==> src/rtl/wavegen_ctrl.sv <==
// wavegen_ctrl: playback sequencer for the waveform generator.
// Decodes command bytes from the SPI client into wave select, run/stop and rate,
// then steps a sample index through the selected waveform with a one-cycle tick.
module wavegen_ctrl #(
   parameter int unsigned NUM_WAVES    = 4,
   parameter int unsigned DEPTH        = 256,
   parameter int unsigned BASE_DIV     = 100,
   parameter int unsigned FLUSH_CYCLES = 2,
   localparam int unsigned IDX_W       = $clog2(DEPTH)
) (
   input  logic                 clk,
   input  logic                 rst,
   input  logic [7:0]           cmd,
   input  logic                 cmd_valid,
   output logic [3:0]           wave_sel,
   output logic [4+IDX_W-1:0]   sample_addr,
   output logic                 sample_tick,
   output logic                 mem_rst,
   output logic                 running,
   output logic                 cmd_err
);

   // Divider must hold the longest period, BASE_DIV << 7.
   localparam int unsigned DIV_W = $clog2((BASE_DIV << 7) + 1);
   localparam int unsigned FL_W  = $clog2(FLUSH_CYCLES + 1);

   typedef enum logic [1:0] {StIdle, StFlush, StRun} state_e;

   state_e             state_q, state_d;
   logic               cmd_valid_q;
   logic [3:0]         wave_sel_q, wave_sel_d;
   logic [2:0]         rate_q, rate_d;
   logic               run_q, run_d;
   logic [IDX_W-1:0]   idx_q, idx_d;
   logic [DIV_W-1:0]   div_q, div_d;
   logic [FL_W-1:0]    flush_cnt_q, flush_cnt_d;
   logic               cmd_err_q, cmd_err_d;

   logic               accept;
   logic               sel_legal;
   logic               legal_accept;
   logic [DIV_W-1:0]   period;
   logic               div_last;
   logic               flush_done;
   logic               tick_due;

   // Rising-edge detect on the command strobe and selector range check.
   always_comb begin
      accept       = cmd_valid & ~cmd_valid_q;
      sel_legal    = ({28'd0, cmd[7:4]} < NUM_WAVES);
      legal_accept = accept & sel_legal;
      period       = DIV_W'(BASE_DIV) << rate_q;
      div_last     = (div_q == period - DIV_W'(1));
      flush_done   = (flush_cnt_q == FL_W'(FLUSH_CYCLES - 1));
      tick_due     = (state_q == StRun) && div_last;
   end

   // FSM state register.
   always_ff @(posedge clk or posedge rst) begin
      if (rst) begin
         state_q <= StIdle;
      end else begin
         state_q <= state_d;
      end
   end

   // FSM next state; a legal accept restarts the flush from any state.
   always_comb begin
      state_d = state_q;
      unique case (state_q)
         StIdle:  state_d = StIdle;
         StFlush: begin
            if (flush_done) begin
               state_d = run_q ? StRun : StIdle;
            end
         end
         StRun:   state_d = StRun;
         default: state_d = StIdle;
      endcase
      if (legal_accept) begin
         state_d = StFlush;
      end
   end

   // FSM outputs; an accepting edge suppresses a coincident tick.
   always_comb begin
      mem_rst     = 1'b0;
      running     = 1'b0;
      sample_tick = 1'b0;
      unique case (state_q)
         StIdle:  ;
         StFlush: mem_rst = 1'b1;
         StRun: begin
            running     = 1'b1;
            sample_tick = tick_due & ~legal_accept;
         end
         default: ;
      endcase
   end

   // Datapath registers: command latch, divider, index, flush counter, error flag.
   always_ff @(posedge clk or posedge rst) begin
      if (rst) begin
         cmd_valid_q <= 1'b0;
         wave_sel_q  <= '0;
         rate_q      <= '0;
         run_q       <= 1'b0;
         idx_q       <= '0;
         div_q       <= '0;
         flush_cnt_q <= '0;
         cmd_err_q   <= 1'b0;
      end else begin
         cmd_valid_q <= cmd_valid;
         wave_sel_q  <= wave_sel_d;
         rate_q      <= rate_d;
         run_q       <= run_d;
         idx_q       <= idx_d;
         div_q       <= div_d;
         flush_cnt_q <= flush_cnt_d;
         cmd_err_q   <= cmd_err_d;
      end
   end

   // Datapath next state.
   always_comb begin
      wave_sel_d  = wave_sel_q;
      rate_d      = rate_q;
      run_d       = run_q;
      idx_d       = idx_q;
      div_d       = div_q;
      flush_cnt_d = flush_cnt_q;
      cmd_err_d   = cmd_err_q;

      if (accept && !sel_legal) begin
         cmd_err_d = 1'b1;
      end

      if (legal_accept) begin
         wave_sel_d  = cmd[7:4];
         run_d       = cmd[3];
         rate_d      = cmd[2:0];
         idx_d       = '0;
         div_d       = '0;
         flush_cnt_d = '0;
      end else begin
         unique case (state_q)
            StFlush: begin
               flush_cnt_d = flush_done ? '0 : flush_cnt_q + FL_W'(1);
               div_d       = '0;
            end
            StRun: begin
               if (div_last) begin
                  div_d = '0;
                  // Power-of-two depth: natural overflow gives the wrap.
                  idx_d = idx_q + IDX_W'(1);
               end else begin
                  div_d = div_q + DIV_W'(1);
               end
            end
            default: ;
         endcase
      end
   end

   assign wave_sel    = wave_sel_q;
   assign sample_addr = {wave_sel_q, idx_q};
   assign cmd_err     = cmd_err_q;

endmodule

==> config.mk <==
export PLATFORM = sky130hd
export DESIGN_NAME = wavegen_ctrl
export DESIGN_NICKNAME = d
export VERILOG_FILES = /design/src/rtl/wavegen_ctrl.sv
export SDC_FILE = /design/constraint.sdc
export NUM_CORES = 1
export LEC_CHECK = 0
export ABC_AREA = 1
export CORE_MARGIN = 4
export CORE_UTILIZATION = 25
export DETAILED_ROUTE_END_ITERATION = 10
export PLACE_DENSITY_LB_ADDON = 0.15
export SLEW_MARGIN = 10
export SYNTH_ARGS = -nofsm -noshare
export SYNTH_HDL_FRONTEND = slang
export SYNTH_SLANG_ARGS = --single-unit
==> constraint.sdc <==
create_clock -name clk -period 4.44 [get_ports clk]
set_input_delay 0.444 -clock clk [delete_from_list [all_inputs] [get_ports clk]]
set_output_delay 0.444 -clock clk [all_outputs]
set_load 0.01 [all_outputs]
==> results of run 1 <==
==> layer usage <==
metal | vias to the layer above | wire length [µm] | GRT usage, %
met3 | 10 | 287 | 1.79
met1 | 1188 | 3950 | 17.2
met5 | - | 0 | 0
li1 | 1342 | - | -
met2 | 48 | 3310 | 18.2
met4 | 0 | 138 | 3.91
==> logic make-up (layout without fill, tap and decap cells) <==
group	Yosys count	count (layout)	synth area share, %
DFF	36	36	31.6
and+or+nand+nor	233	233	40.3
adders and majority gates	10	10	4.39
AOI/OAI and AO/OA	35	35	7.02
xor gates and xnor gates	13	13	3.99
buffers and inverters	79	104	12.7
==> synthesized netlist by cell type (2+ instances only) <==
cell / instances / area [µm²]
xor2_1: 11 / 96.3
nor3_1: 8 / 40.0
nor2_4: 2 / 22.5
buf_6: 3 / 33.8
nand3_2: 11 / 110
nand4_1: 17 / 106
o211ai_1: 2 / 15.0
nand2_4: 3 / 33.8
nand3_1: 38 / 190
nand2_2: 7 / 43.8
inv_1: 59 / 221
o21ai_0: 13 / 65.1
nand2_1: 111 / 417
nor4_1: 2 / 12.5
buf_4: 5 / 37.5
nor2_2: 3 / 18.8
nor2_1: 24 / 90.1
o21ai_1: 8 / 40.0
inv_2: 2 / 7.51
dfrtp_1: 36 / 901
clkbuf_1: 6 / 22.5
ha_1: 10 / 125
xnor2_1: 2 / 17.5
a21oi_1: 8 / 40.0
nand4_2: 2 / 25.0
==> layout by cell type, fill, tap and decap left out, drive strengths merged, types with 3 or more instances in the layout <==
master,netlist,final
nand2,121,121
inv,63,63
nand3,49,49
dfrtp,36,36
clkdlybuf4s50,0,30
nor2,29,29
o21ai,23,23
nand4,19,19
xor2,11,11
ha,10,10
nor3,8,8
a21oi,8,8
clkbuf,6,5
buf,10,3
nor4,3,3
clkinv,0,3
==> area by class of cell <==
cell class	instances	area (µm²)
Fill cell	1202	7610
Multi-Input combinational cell	291	1590
Sequential cell	36	901
Timing Repair Buffer	33	323
Inverter	63	244
Tap cell	140	175
Clock buffer	5	125
Clock inverter	3	18.8
==> path summary, 6_finish.rpt <==
path | from | to | slack [ps] | depth (start not counted)
setup / recovery | rate_q[1] | sample_tick | 960 | 14
hold / removal | cmd_err | cmd_err | 470 | 2
setup reg to reg | rate_q[1] | idx_q[0] | 1880 | 14
hold reg to reg | cmd_err | cmd_err | 470 | 2
max in group asynchronous | rst | idx_q[1] | 3510 | 3
min in group asynchronous | rst | div_q[1] | 580 | 3
==> critical path: cells and delay by family, from the launching register on <==
family                   cells  cell delay (ps)
adder cells (fa/ha/maj)      1              430
buffers and inverters        3              760
AO/OA/AOI/OAI                1               70
flip-flops                   1              580
AND/OR/NAND/NOR              9              910
==> registers in the layout, summed over array words and instances, names as in the netlist <==
name,count
wave_sel,4
idx_q,8
cmd_err,1
state_q,2
flush_cnt_q,2
cmd_valid_q,1
div_q,14
run_q,1
rate_q,3
==> power breakdown <==
group | internal, mW | switching (mW)
logic | 0.130 | 0.241
registers | 0.343 | 0.0280
clock network | 0.207 | 0.148
==> metrics, run 1 <==
synthesis warning total 0; number of enable flip-flop cells after synthesis 0; Setup TNS 0 ps; Hold Fails Final Rpt 0; Routed Antenna Nets 0; Setup crit end kind output pin; placed inst area 3230 µm²; Remaining Overflow, GRT 0; Finished Core Util 30.7%; most common cell type on the critical path nand2_1; CP Class register to output pin; antenna violations before repair 0; Via density 4.53; Power, Total 1.10 mW; Layout Cells excl Fill 571; wire per inst 13.5 µm; Worst-Skew Late Latency 290 ps; achievable clock frequency 287 MHz; # Post-CTS Setup Buffers 0; max-slew violation count 0; clock root cell clkbuf_16; sequential element share of the synthesized area 31.6%; critical path arrival 3040 ps; gr usage total 11.9%; RSZ-0062 raised after global routing false; CP peak stage delay 580 ps; critical path cell sequence inv_4, ha_1, inv_1, nand2_1, nand2_1, nand2_1, nand2_2, o21ai_1, nand2_1, nand3b_1, nor2_1, nand4_1, nor2_1, clkdlybuf4s50_1; # setup viols final 0; H-tree depth 2; largest net degree at the start of global routing 37; Core ar. 11000 µm²; number of synthesized register bits 36; WHS 470 ps; cell area power density 325 nW/µm²; num ports 31; CTS clk-pin slew, worst paths 60 ps; Final Cycle Share 78.4%; ys flop type dfrtp_1; Die ar. 13200 µm²; vias in the first global route 2595; number of buffers created by CTS 5; vias 2588; worst min-delay path category register to register; Fin Clk Skew 5.77 ps; slew margin rel. 56.0%; Slew @ Worst Pin 659 ps; Syn Nets 427; run status complete, no violations; syn_area_per_cell 7.03 µm²; Site Rows 38; Placed Instances 563; share of layout cells above drive strength 1 10.9%; min cycle time layout 3480 ps; Area Growth Syn to Fin 18.3%; die width 115 µm; Iter 0 DRT Violations 130; first-pass GRT wire length 12600 µm; CP max FO 11; cells after synthesis 406; Mapped Area 2850 µm²; Setup crit start kind register; antenna cell count 0; worst vdd ir 151 µV; starting density of the core 26.0%; Post-CTS Resized 0; post-place setup slack 1240 ps; # nets final 451; final setup margin 959 ps; max_cap viols 0; Crit-path slowest cell dfrtp_1; number of remaining DRC errors 0; RD Place Congestion 0.928; Pre-Repair DR Iteration Count 4; Synth cell types 38; clk buf depth 2; CTS tree yes; Leak Pwr 1.61 nW; Routed WL 7690 µm; port bufs 30; clk sinks 36; Post-CTS Hold Buffers 0; post-DP HPWL 5780 µm; Final Instance Area 3380 µm²; Post-synth ARST share 100%; CP required 4000 ps; Die H 115 µm
No activity file was read; power rests on OpenSTA's default activity.
==> inputs of run 2 (changes only) <==
==> constraint.sdc (replaced) <==
create_clock -name clk -period 3.4 [get_ports clk]
set_input_delay 0.34 -clock clk [delete_from_list [all_inputs] [get_ports clk]]
set_output_delay 0.34 -clock clk [all_outputs]
set_load 0.01 [all_outputs]
==> run 2 against run 1 <==
Net effect: global-route usage increased by 0.57 points; combinational power increased by 38%; setup slack got worse by 700 ps.
==> metrics, run 2 (same netlist as run 1, synthesis figures left out) <==
antenna cell count 0; sw frac 37.8%; Fin Clk Skew 7.12 ps; met2 usage in global routing 19.7%; Setup crit start kind register; commonest non-fill, non-tap cell in the layout nand2_1; number of buffers created by CTS 5; Die ar. 13200 µm²; die width 115 µm; sequential power share 32.5%; Area Growth Syn to Fin 19.6%; Power, Total 1.45 mW; # setup viols final 0; Via density 4.56; max-slew violation count 0; Clock power frac 32.4%; CP Class register to output pin; cell area power density 426 nW/µm²; Final Cycle Share 92.4%; achievable clock frequency 318 MHz; most frequent cells in the layout nand2_1, inv_1, nand3_1; clk sinks 36; Post-CTS Hold Buffers 0; largest net degree at the start of global routing 37; Largest register FFs 14; port bufs 30; Iter 0 DRT Violations 181; Routed WL 7800 µm; Core ar. 11000 µm²; clock root cell clkbuf_16; cell-internal power 904 µW; Slew @ Worst Pin 615 ps; share of layout cells above drive strength 1 12.4%; RD Place Congestion 0.894; combinational power share 35.2%; run status complete, no violations; most common cell type on the critical path nand2_1; Routed Antenna Nets 0; CTS tree yes; gr usage total 12.5%; CP peak stage delay 550 ps; critical path cell sequence inv_4, ha_2, inv_1, nand2_1, nand2_1, nand2_1, nor2_1, nand2_1, nand2_1, nand4_1, nor2_1, nand4_1, nor2_2, clkdlybuf4s50_1; vias 2623; cell family with most CP delay simple AND/OR/NAND/NOR gates; starting density of the core 26.0%; min cycle time layout 3140 ps; antenna violations before repair 0; Leak Pwr 1.62 nW; Hold Fails Final Rpt 0; GR met3 Demand/Resource 1.95%; Setup crit end kind output pin; Biggest register div_q; Setup TNS 0 ps; number of remaining DRC errors 0; worst min-delay path category primary input to async pin; CP required 3060 ps; RSZ-0062 raised after global routing false; post-DP HPWL 5840 µm; vias in the first global route 2551; clk buf depth 2; Net Sw Power 550 µW; buffers and inverters on the worst path 3; Crit-path slowest cell clkdlybuf4s50_1; max_cap viols 0; Crit path depth 14; reg2reg start rate_q[1]; critical path arrival 2800 ps; H-tree depth 2; # nets final 455; met1 usage 17.8%; Worst-Skew Late Latency 290 ps; busiest layer in global routing met2; Pre-Repair DR Iteration Count 4; num ports 31; flop2flop setup slack 1050 ps; Site Rows 38; R2R Path End idx_q[5]; CTS clk-pin slew, worst paths 70 ps; CP max FO 10; r2r worst-path depth 14; slew margin rel. 58.9%; Die H 115 µm; Fill cells 1208; first-pass GRT wire length 13100 µm; wire per inst 13.6 µm; Remaining Overflow, GRT 0; worst vdd ir 241 µV
[run 2: worst max-delay path by stage]
stage / from / slack (ps) / to
6_report: rate_q[1] / 260 / sample_tick
5_1_grt: rate_q[1] / 20 / sample_tick
4_1_cts: rate_q[0] / 50 / sample_tick
3_5_place_dp: rate_q[0] / 360 / sample_tick
3_3_place_gp: rate_q[0] / 430 / sample_tick
2_1_floorplan: rate_q[1] / 1120 / sample_tick
[run 2: layout make-up]
type                            instances  area, µm²  area share, %
Multi-Input combinational cell        291       1590           46.7
Inverter                               63        244           7.15
Clock inverter                          3       18.8          0.550
Sequential cell                        36        902           26.4
Clock buffer                            5        125           3.67
Timing Repair Buffer                   37        353           10.3
Tap cell                              140        175           5.13
[run 2: metal layers]
metal  wire [µm]  up-vias
met5           0        -
met4          78        0
met3         356        4
met2        3540       54
met1        3830     1211
li1            -     1354
[run 2: timing repair]
action,CTS,global route
setup buffers,0,2
setup endpoints to repair,0,1
gates resized for setup,0,3
[run 2: stage by stage]
stage / area (µm²) / hold WS, ps / utilization [%] / instances / setup WS (ps)
after detailed placement: 3250 / 472 / 29.6 / 565 / 355
after global placement: 3250 / 466 / 29.6 / 565 / 434
final: 3410 / 478 / 31.1 / 575 / 259
after global routing: 3410 / 512 / 31.1 / 575 / 18.5
after CTS: 3390 / 493 / 30.9 / 573 / 50.9
after floorplan: 2850 / 371 / - / 406 / 1120
[run 2: power by group through the flow]
stage	combinational [mW]	clock, mW	sequential, mW
finish	0.512	0.470	0.472
CTS	0.501	0.493	0.476
detailed placement	0.499	0	0.484
global route	0.583	0.504	0.475
floorplan	0.407	0	0.473
global placement	0.506	0	0.483
[run 2: worst register-to-register path: stages (launching register included)]
cell,delay (ps)
dfrtp_1,410
inv_4,150
ha_2,340
inv_1,80
nand2_1,80
nand2_1,90
nand2_1,50
nor2_1,130
nand2_1,90
nand2_1,90
nand2_1,80
nor2_2,200
nand3_2,230
nand3_1,140
nand2_1,70
==> inputs of run 3 (changes only) <==
==> constraint.sdc (replaced) <==
create_clock -name clk -period 3.4 [get_ports clk]
set_input_delay 1.02 -clock clk [delete_from_list [all_inputs] [get_ports clk]]
set_output_delay 1.02 -clock clk [all_outputs]
set_load 0.01 [all_outputs]
==> run 3 against run 2 <==
Net effect: sequential power hardly changed; critical path depth shrank 1; hold slack got worse by 10 ps; register-to-register slack better by 60 ps; largest power group unchanged; die area unchanged; design area increased by 12%; sequential share of layout area shrank 2.8 points; flip-flop and latch count is the same; clock power down 1%; utilization is 3.7 points higher; non-clock buffer count rose by 46; routed wire length rose by 6.7%.
==> metrics, run 3 (same netlist as run 1, synthesis figures left out) <==
CP max FO 3; min cycle time layout 3230 ps; max_cap viols 0; post-DP HPWL 6360 µm; cell area power density 442 nW/µm²; Biggest register div_q; CTS clk-pin slew, worst paths 60 ps; # setup viols final 0; critical path arrival 2210 ps; reg2reg start rate_q[1]; CP Class register to output pin; largest net degree at the start of global routing 37; gr usage total 13.2%; run status complete, no violations; CTS tree yes; Site Rows 38; Pre-Repair DR Iteration Count 4; Worst-Skew Late Latency 290 ps; Final Cycle Share 95.1%; die width 115 µm; first-pass GRT wire length 13800 µm; worst vdd ir 210 µV; Leak Pwr 1.85 nW; Setup crit start kind register; sw frac 36.0%; Post-CTS Hold Buffers 0; Die ar. 13200 µm²; crit path from rate_q[0]; clk sinks 36; Fin Clk Skew 4.13 ps; flop2flop setup slack 1110 ps; Iter 0 DRT Violations 200; r2r worst-path depth 16; Hold Fails Final Rpt 0; Core ar. 11000 µm²; achievable clock frequency 309 MHz; Clock power frac 27.5%; H-tree depth 2; Final Instance Area 3820 µm²; cell-internal power 1.08 mW; Via density 4.48; starting density of the core 26.0%; Placed Instances 611; R2R Path End idx_q[4]; Setup crit end kind output pin; Routed WL 8320 µm; max-slew violation count 0; placed inst area 3590 µm²; RD Place Congestion 0.821; slew margin rel. 58.9%; port bufs 30; Routed Antenna Nets 0; commonest non-fill, non-tap cell in the layout nand2_1; worst min-delay path category register to register; share of layout cells above drive strength 1 22.5%; wire per inst 13.4 µm; clock root cell clkbuf_16; clk buf depth 2; combinational power share 44.8%; vias 2780; num ports 31; sequential power share 27.8%; antenna violations before repair 0; # nets final 501; Slew @ Worst Pin 616 ps; Remaining Overflow, GRT 0; antenna cell count 0; crit path to sample_tick; Die H 115 µm; number of buffers created by CTS 5; Largest register FFs 14; CP required 2380 ps; Layout Cells excl Fill 621; most frequent cells in the layout nand2_1, inv_1, buf_4; Net Sw Power 608 µW; number of remaining DRC errors 0; Area Growth Syn to Fin 33.9%; vias in the first global route 2773
==> run 3: how the worst min path moves through the flow <==
stage	start	endpoint	slack, ps	cells after the start
global route	cmd_err	cmd_err	510	2
finish	cmd_err	cmd_err	470	2
detailed placement	cmd_err	cmd_err	460	2
global placement	cmd_valid_q	cmd_err	460	1
CTS	cmd_err	cmd_err	480	2
floorplan	cmd_valid_q	cmd_err	450	1
==> run 3: final cells by class <==
cell class | instances | area, µm²
clock buffer | 5 | 125
clock inverter | 3 | 18.8
fill | 1172 | 7160
inverter | 63 | 244
multi-input combinational | 291 | 1650
sequential | 36 | 902
tap | 140 | 175
timing repair buffer | 83 | 704
==> run 3: power by group through the flow <==
stage / registers (mW) / clock network [mW] / logic, mW
after global placement: 0.477 / 0 / 0.710
after CTS: 0.469 / 0.484 / 0.712
after global routing: 0.471 / 0.504 / 0.844
after detailed placement: 0.477 / 0 / 0.705
after floorplan: 0.473 / 0 / 0.407
final: 0.469 / 0.464 / 0.756
==> run 3: layer usage <==
| layer | track usage (%) | up-vias | wire length (µm) |
|---|---|---|---|
| met5 | 0 | - | 0 |
| met4 | 4.46 | 0 | 133 |
| met3 | 2.11 | 11 | 263 |
| met2 | 20.5 | 52 | 3750 |
| met1 | 18.8 | 1275 | 4180 |
| li1 | - | 1442 | - |
==> run 3: worst max-delay path: stages (launching register included) <==
cell and delay [ps]:
dfrtp_1 380, inv_2 70, buf_4 150, ha_1 210
buf_4 140, a21o_1 180, nand3_1 90, nand2_1 90
inv_1 60, nand3b_1 90, nor2_1 120, nand4_1 80
nor2_1 130, buf_2 150
==> run 3: what timing repair did <==
item,4_1_cts,5_1_grt
setup buffers,0,2
endpoints found under the setup margin,1,1
gates resized for setup,6,16
pin swaps,0,8
==> run 3: stage by stage <==
stage / hold slack [ps] / util (%) / total power, mW / setup slack (ps) / setup TNS, ps
final: 468 / 34.8 / 1.69 / 166 / 0
after CTS: 478 / 34.1 / 1.66 / 7.20 / 0
after global placement: 464 / 32.7 / 1.19 / -76.8 / -76.8
after detailed placement: 458 / 32.7 / 1.18 / -78.3 / -78.3
after floorplan: 451 / - / 0.880 / 443 / 0
after global routing: 511 / 34.8 / 1.82 / -12.9 / -12.9
